File: src/rtl/drum_voice_mixer.sv
// Four decaying square-wave drum voices mixed into a saturated stereo sample stream.
// Build option DRUM_STEREO_PAN_EN pans voices 0,2 left and 1,3 right.
//
// voice state | meaning
// V_IDLE      | silent, contributes 0 to the mix
// V_PLAY      | square tone running, amplitude decays on every sample tick
//
// output state | meaning
// WAIT_TICK    | nothing held for the audio FIFO
// PENDING      | a mixed pair is held, waiting for audio_out_allowed
module drum_voice_mixer #(
  parameter int SAMPLE_DIV       = 1042,
  parameter int BASE_HALF_PERIOD = 3000,
  parameter int AMP_INIT         = 10000000,
  parameter int DECAY_SHIFT      = 10
) (
  input  logic        CLOCK_50,
  input  logic        reset_n,
  input  logic [3:0]  trig,
  input  logic [3:0]  pitch_sel,
  input  logic        audio_out_allowed,
  output logic [31:0] left_channel_audio_out,
  output logic [31:0] right_channel_audio_out,
  output logic        write_audio_out,
  output logic [3:0]  busy,
  output logic        overrun
);

  typedef enum logic {V_IDLE, V_PLAY} voice_state_e;
  typedef enum logic {WAIT_TICK, PENDING} out_state_e;

  localparam int CW = (SAMPLE_DIV > 1) ? $clog2(SAMPLE_DIV) : 1;
  localparam logic [30:0] AMP0 = 31'(AMP_INIT);

  logic [CW-1:0]      cnt_q, cnt_d;
  logic               tick;
  voice_state_e       vst_q [4];
  voice_state_e       vst_d [4];
  logic [30:0]        amp_q [4];
  logic [30:0]        amp_d [4];
  logic [30:0]        dec   [4];
  logic               sq_q  [4];
  logic               sq_d  [4];
  logic [19:0]        ph_q  [4];
  logic [19:0]        ph_d  [4];
  logic [19:0]        hp_q  [4];
  logic [19:0]        hp_d  [4];
  logic signed [31:0] vval  [4];
  logic signed [33:0] sum_l;
  logic signed [31:0] mix_l, mix_r;
`ifdef DRUM_STEREO_PAN_EN
  logic signed [33:0] sum_r;
`endif
  out_state_e         ost_q, ost_d;
  logic [31:0]        hold_l_q, hold_l_d, hold_r_q, hold_r_d;
  logic [31:0]        left_q, left_d, right_q, right_d;
  logic               write_q, write_d, overrun_q, overrun_d;

  function automatic logic signed [31:0] sat32(input logic signed [33:0] s);
    if (s > 34'sd2147483647)
      return 32'sh7fffffff;
    else if (s < -34'sd2147483648)
      return 32'sh80000000;
    else
      return s[31:0];
  endfunction

  always_comb begin
    tick  = (cnt_q == CW'(SAMPLE_DIV - 1));
    cnt_d = tick ? '0 : cnt_q + 1'b1;
  end

  // The sample latched on a tick is built from the post-update voice state,
  // so a fresh trigger or this tick's decay is already audible in it.
  always_comb begin
    for (int v = 0; v < 4; v++) begin
      vst_d[v] = vst_q[v];
      amp_d[v] = amp_q[v];
      sq_d[v]  = sq_q[v];
      ph_d[v]  = ph_q[v];
      hp_d[v]  = hp_q[v];
      dec[v]   = amp_q[v] >> DECAY_SHIFT;
      if (dec[v] == '0)
        dec[v] = 31'd1;
      if (trig[v]) begin
        vst_d[v] = V_PLAY;
        amp_d[v] = AMP0;
        sq_d[v]  = 1'b1;
        ph_d[v]  = '0;
        hp_d[v]  = (20'(BASE_HALF_PERIOD) + 20'({pitch_sel, 12'h000})) << v;
      end else if (vst_q[v] == V_PLAY) begin
        if (ph_q[v] == hp_q[v] - 20'd1) begin
          ph_d[v] = '0;
          sq_d[v] = ~sq_q[v];
        end else begin
          ph_d[v] = ph_q[v] + 20'd1;
        end
        if (tick) begin
          if (amp_q[v] <= dec[v]) begin
            amp_d[v] = '0;
            vst_d[v] = V_IDLE;
          end else begin
            amp_d[v] = amp_q[v] - dec[v];
          end
        end
      end
      if (vst_d[v] == V_IDLE)
        vval[v] = '0;
      else if (sq_d[v])
        vval[v] = $signed({1'b0, amp_d[v]});
      else
        vval[v] = -$signed({1'b0, amp_d[v]});
    end
  end

  always_comb begin
`ifdef DRUM_STEREO_PAN_EN
    sum_l = 34'(vval[0]) + 34'(vval[2]) + 34'(vval[1] >>> 1) + 34'(vval[3] >>> 1);
    sum_r = 34'(vval[1]) + 34'(vval[3]) + 34'(vval[0] >>> 1) + 34'(vval[2] >>> 1);
    mix_l = sat32(sum_l);
    mix_r = sat32(sum_r);
`else
    sum_l = 34'(vval[0]) + 34'(vval[1]) + 34'(vval[2]) + 34'(vval[3]);
    mix_l = sat32(sum_l);
    mix_r = mix_l;
`endif
  end

  // A write and a tick in the same cycle: the old pair goes out, the new one is held.
  always_comb begin
    ost_d     = ost_q;
    hold_l_d  = hold_l_q;
    hold_r_d  = hold_r_q;
    left_d    = left_q;
    right_d   = right_q;
    write_d   = 1'b0;
    overrun_d = overrun_q;
    if (ost_q == PENDING && audio_out_allowed) begin
      write_d = 1'b1;
      left_d  = hold_l_q;
      right_d = hold_r_q;
      ost_d   = WAIT_TICK;
    end
    if (tick) begin
      hold_l_d = mix_l;
      hold_r_d = mix_r;
      ost_d    = PENDING;
      if (ost_q == PENDING && !audio_out_allowed)
        overrun_d = 1'b1;
    end
  end

  always_ff @(posedge CLOCK_50) begin
    if (!reset_n) begin
      cnt_q     <= '0;
      ost_q     <= WAIT_TICK;
      hold_l_q  <= '0;
      hold_r_q  <= '0;
      left_q    <= '0;
      right_q   <= '0;
      write_q   <= 1'b0;
      overrun_q <= 1'b0;
      for (int v = 0; v < 4; v++) begin
        vst_q[v] <= V_IDLE;
        amp_q[v] <= '0;
        sq_q[v]  <= 1'b0;
        ph_q[v]  <= '0;
        hp_q[v]  <= '0;
      end
    end else begin
      cnt_q     <= cnt_d;
      ost_q     <= ost_d;
      hold_l_q  <= hold_l_d;
      hold_r_q  <= hold_r_d;
      left_q    <= left_d;
      right_q   <= right_d;
      write_q   <= write_d;
      overrun_q <= overrun_d;
      for (int v = 0; v < 4; v++) begin
        vst_q[v] <= vst_d[v];
        amp_q[v] <= amp_d[v];
        sq_q[v]  <= sq_d[v];
        ph_q[v]  <= ph_d[v];
        hp_q[v]  <= hp_d[v];
      end
    end
  end

  always_comb begin
    for (int v = 0; v < 4; v++)
      busy[v] = (vst_q[v] == V_PLAY);
  end

  assign left_channel_audio_out  = left_q;
  assign right_channel_audio_out = right_q;
  assign write_audio_out         = write_q;
  assign overrun                 = overrun_q;

endmodule

File: config.mk
export PLATFORM = sky130hd
export DESIGN_NAME = drum_voice_mixer
export DESIGN_NICKNAME = d
export VERILOG_FILES = /design/src/rtl/drum_voice_mixer.sv
export SDC_FILE = /design/constraint.sdc
export NUM_CORES = 1
export LEC_CHECK = 0
export ABC_AREA = 1
export CAP_MARGIN = 20
export CORE_MARGIN = 2
export CORE_UTILIZATION = 45
export CTS_CLUSTER_SIZE = 40
export DETAILED_ROUTE_END_ITERATION = 7
export HOLD_SLACK_MARGIN = 0.06
export PLACE_DENSITY = 0.63
export REMOVE_ABC_BUFFERS = 1
export SLEW_MARGIN = 20
export SYNTH_ARGS = -nofsm -noshare
export SYNTH_HDL_FRONTEND = slang
export SYNTH_SLANG_ARGS = --single-unit
File: constraint.sdc
create_clock -name CLOCK_50 -period 7.4 [get_ports CLOCK_50]
set_input_delay 1.48 -clock CLOCK_50 [delete_from_list [all_inputs] [get_ports CLOCK_50]]
set_output_delay 1.48 -clock CLOCK_50 [all_outputs]
set_load 0.01 [all_outputs]
==> flow_summary.ini <==
[min_path]
worstHoldPathCells = 2
min_path_type = register to register

[power_and_ir_drop]
power.total_mw = 6.11
intPower_mw = 3.74
p_switching_mw = 2.36
ir_drop_uv = 176
p_leak_nw = 15.8
seqPwrFrac = 0.282
pwr-share-clk = 0.324
switching_share = 0.387
comb_power_share = 0.393
pwr_density_cell_nw_per_um2 = 190

[timing]
fin_crit_sh = 0.949
holdWs_ps = 478
setup-tns-final_ps = 0
report.final.slew_viol_count = 0
setup-violations-final = 0
fin_ws_ps = 380
clock.fmax_mhz = 142
slew_headroom = 0.366
skew_ps = 20.6
min_period_ps = 7020
hold_violations = 0
tightest_slew_ps = 949

[setup_path]
critPathMaxFanout = 4
slowest_stage = fa_1
crit_arrival_ps = 7460
critPathLaunchType = register
worstSetupPathType = register to register
required_ps = 7840
timing.critical_path.mode_cell = inv_1
rr_worst_depth = 42
slowest_delay_ps = 530
regToRegSetupSlack_ps = 380
setup.worst_path.end_class = register

[layout]
fin_area_um2 = 32200
antenna_cells = 0
drive_gt1_frac = 0.0714
layout.cells.non_filler = 5734
synthToLayoutAreaGrowth_pct = 13.2
nets = 5079
postLayoutCoreUtil = 0.513

[clock_tree]
cts_tree = built
cts.path.max_buffers = 3
cts_buffers = 39
cts.sinks = 310
htreeDepth = 2
worst_skew_pair.late_latency_ps = 560
clockRootBuffer = clkbuf_16
path_clk_slew_ps = 60

[synthesis]
synth_top_area_frac = 0.218
muxShareOfSynthArea = 0
netlist_instances = 4766
ys_top_cells_by_area = dfxtp_1 (22%), nand2_1 (16%), nor2_1 (9.9%)
synth.most_common_cell = nand2_1
synth_top_family_by_area = simple AND/OR/NAND/NOR gates
ys_seq_area_frac = 0.218
synth_seq_cells = 310
synth-compound-area-share = 0.113
yosysTopAreaCell = dfxtp_1
avgSynthCellArea_um2 = 5.97
ys_top_cells_by_count = nand2_1 (1,244), nor2_1 (749), inv_1 (687), nand3_1 (352), dfxtp_1 (310)
synth_cell_types = 59
yosys.area_share.simple = 0.399
dominantRegCellSynth = dfxtp_1
synth_edf_count = 0
async_reset_ff_frac = 0
synthXorXnorAreaFrac = 0.0450
synth_fa_ha_area_frac = 0.108
netlist_area_um2 = 28400
yosys_warnings = 0

[grt]
grt_pass1_wl_mm = 153
antenna_found_initial = 3
overflow = 0
track_usage = 0.289
grt_pass1_vias = 28300
grt_max_degree = 61

[placed_design]
gp_congestion = 0.996
dpl_worst_slack_ps = -156
place_inst = 5661
io_buffer_count = 80
dp_hpwl_mm = 78.4
placed_cell_area_um2 = 30400

[die]
die_width_um = 255
num_rows = 92
core_um2 = 62700
die_y_um = 255
initial_utilization = 0.453
design.die.area_um2 = 65200
ioPinCount = 81

[drt]
drc = 0
ant_nets = 0
vias = 30200
viasPerCell = 5.27
wl_per_cell_um = 16.8
dr.first_iter.drc_count = 2873
routed_wirelength_mm = 96.3
firstDrtPassIters = 6

[run_status]
status = completed

[job]
drv_cap = 0
==> worst paths after layout <==
path	start	endpoint
max	amp_q[1][23]	hold_l_q[19]
min	ph_q[3][19]	ph_q[3][19]
max reg2reg	amp_q[1][23]	hold_l_q[19]
min reg2reg	ph_q[3][19]	ph_q[3][19]
==> power by group through the flow <==
| stage | Clock, mW | Combinational [mW] | Sequential [mW] |
|---|---|---|---|
| after floorplan | 0 | 1.52 | 1.75 |
| after CTS | 2.02 | 2.26 | 1.72 |
| after global placement | 0 | 2.25 | 1.76 |
| final | 1.98 | 2.40 | 1.72 |
| after detailed placement | 0 | 2.24 | 1.76 |
| after global routing | 2.08 | 2.66 | 1.73 |
==> cell usage in the layout (no fill, tap or decap), drive strengths merged, types with 7 or more instances in the layout <==
master,n
nand2,1259
nor2,764
inv,703
nand3,354
dfxtp,310
a21oi,284
o21ai,222
ha,136
nor3,117
buf,109
xor2,92
nand4,92
clkdlybuf4s50,79
fa,69
xnor2,54
clkbuf,49
nand3b,25
o21bai,21
or2,20
nor4,19
clkinv,15
o21a,14
nor3b,10
o211ai,10
and2,8
a211oi,8
and3,7
o22ai,7
==> final cells by class <==
class	instances	area [um^2]
repair buffers	188	1620
inverters	706	2660
clock inverters	17	208
clock buffers	49	1110
well taps	846	1060
multi-input cells	3618	19300
fillers	6685	30500
flip-flops and latches	310	6210
==> cell families after synthesis <==
logic type,count (synthesis)
flip-flops,310
AND/OR/NAND/NOR,2677
AO/OA/AOI/OAI,590
XOR/XNOR,146
adder cells (fa/ha/maj),205
buffers and inverters,838
==> registers in the layout, summed over array words and instances (netlist names) <==
signal                  cells
overrun                     1
amp_q                     124
hp_q                       20
hold_l_q                   32
cnt_q                      11
ph_q                       80
ost_q                       1
vst_q                       4
write_audio_out             1
left_channel_audio_out     32
sq_q                        4
==> repair_timing <==
item                                    CTS  global route
buffers inserted                          0             7
hold buffers                              0             0
endpoints found under the setup margin   31            32
gates resized for setup                   4           123
pin swaps                                 0            21
==> routing by layer <==
metal / share of wire / vias to the layer above / track usage
met5: 0 / - / 0
met4: 0.032 / 0 / 0.0967
met3: 0.058 / 179 / 0.0270
met2: 0.46 / 936 / 0.488
met1: 0.45 / 13700 / 0.385
li1: - / 15400 / -
==> critical path: cells and delay by family, from the launching register on <==
kind,cells,cell delay (ps)
buf+inv,10,1030
xor+xnor,2,410
compound gates,9,1350
fa+ha+maj,5,1850
simple gates,16,1940
flops,1,340
Power figures use the tool's default switching activity.
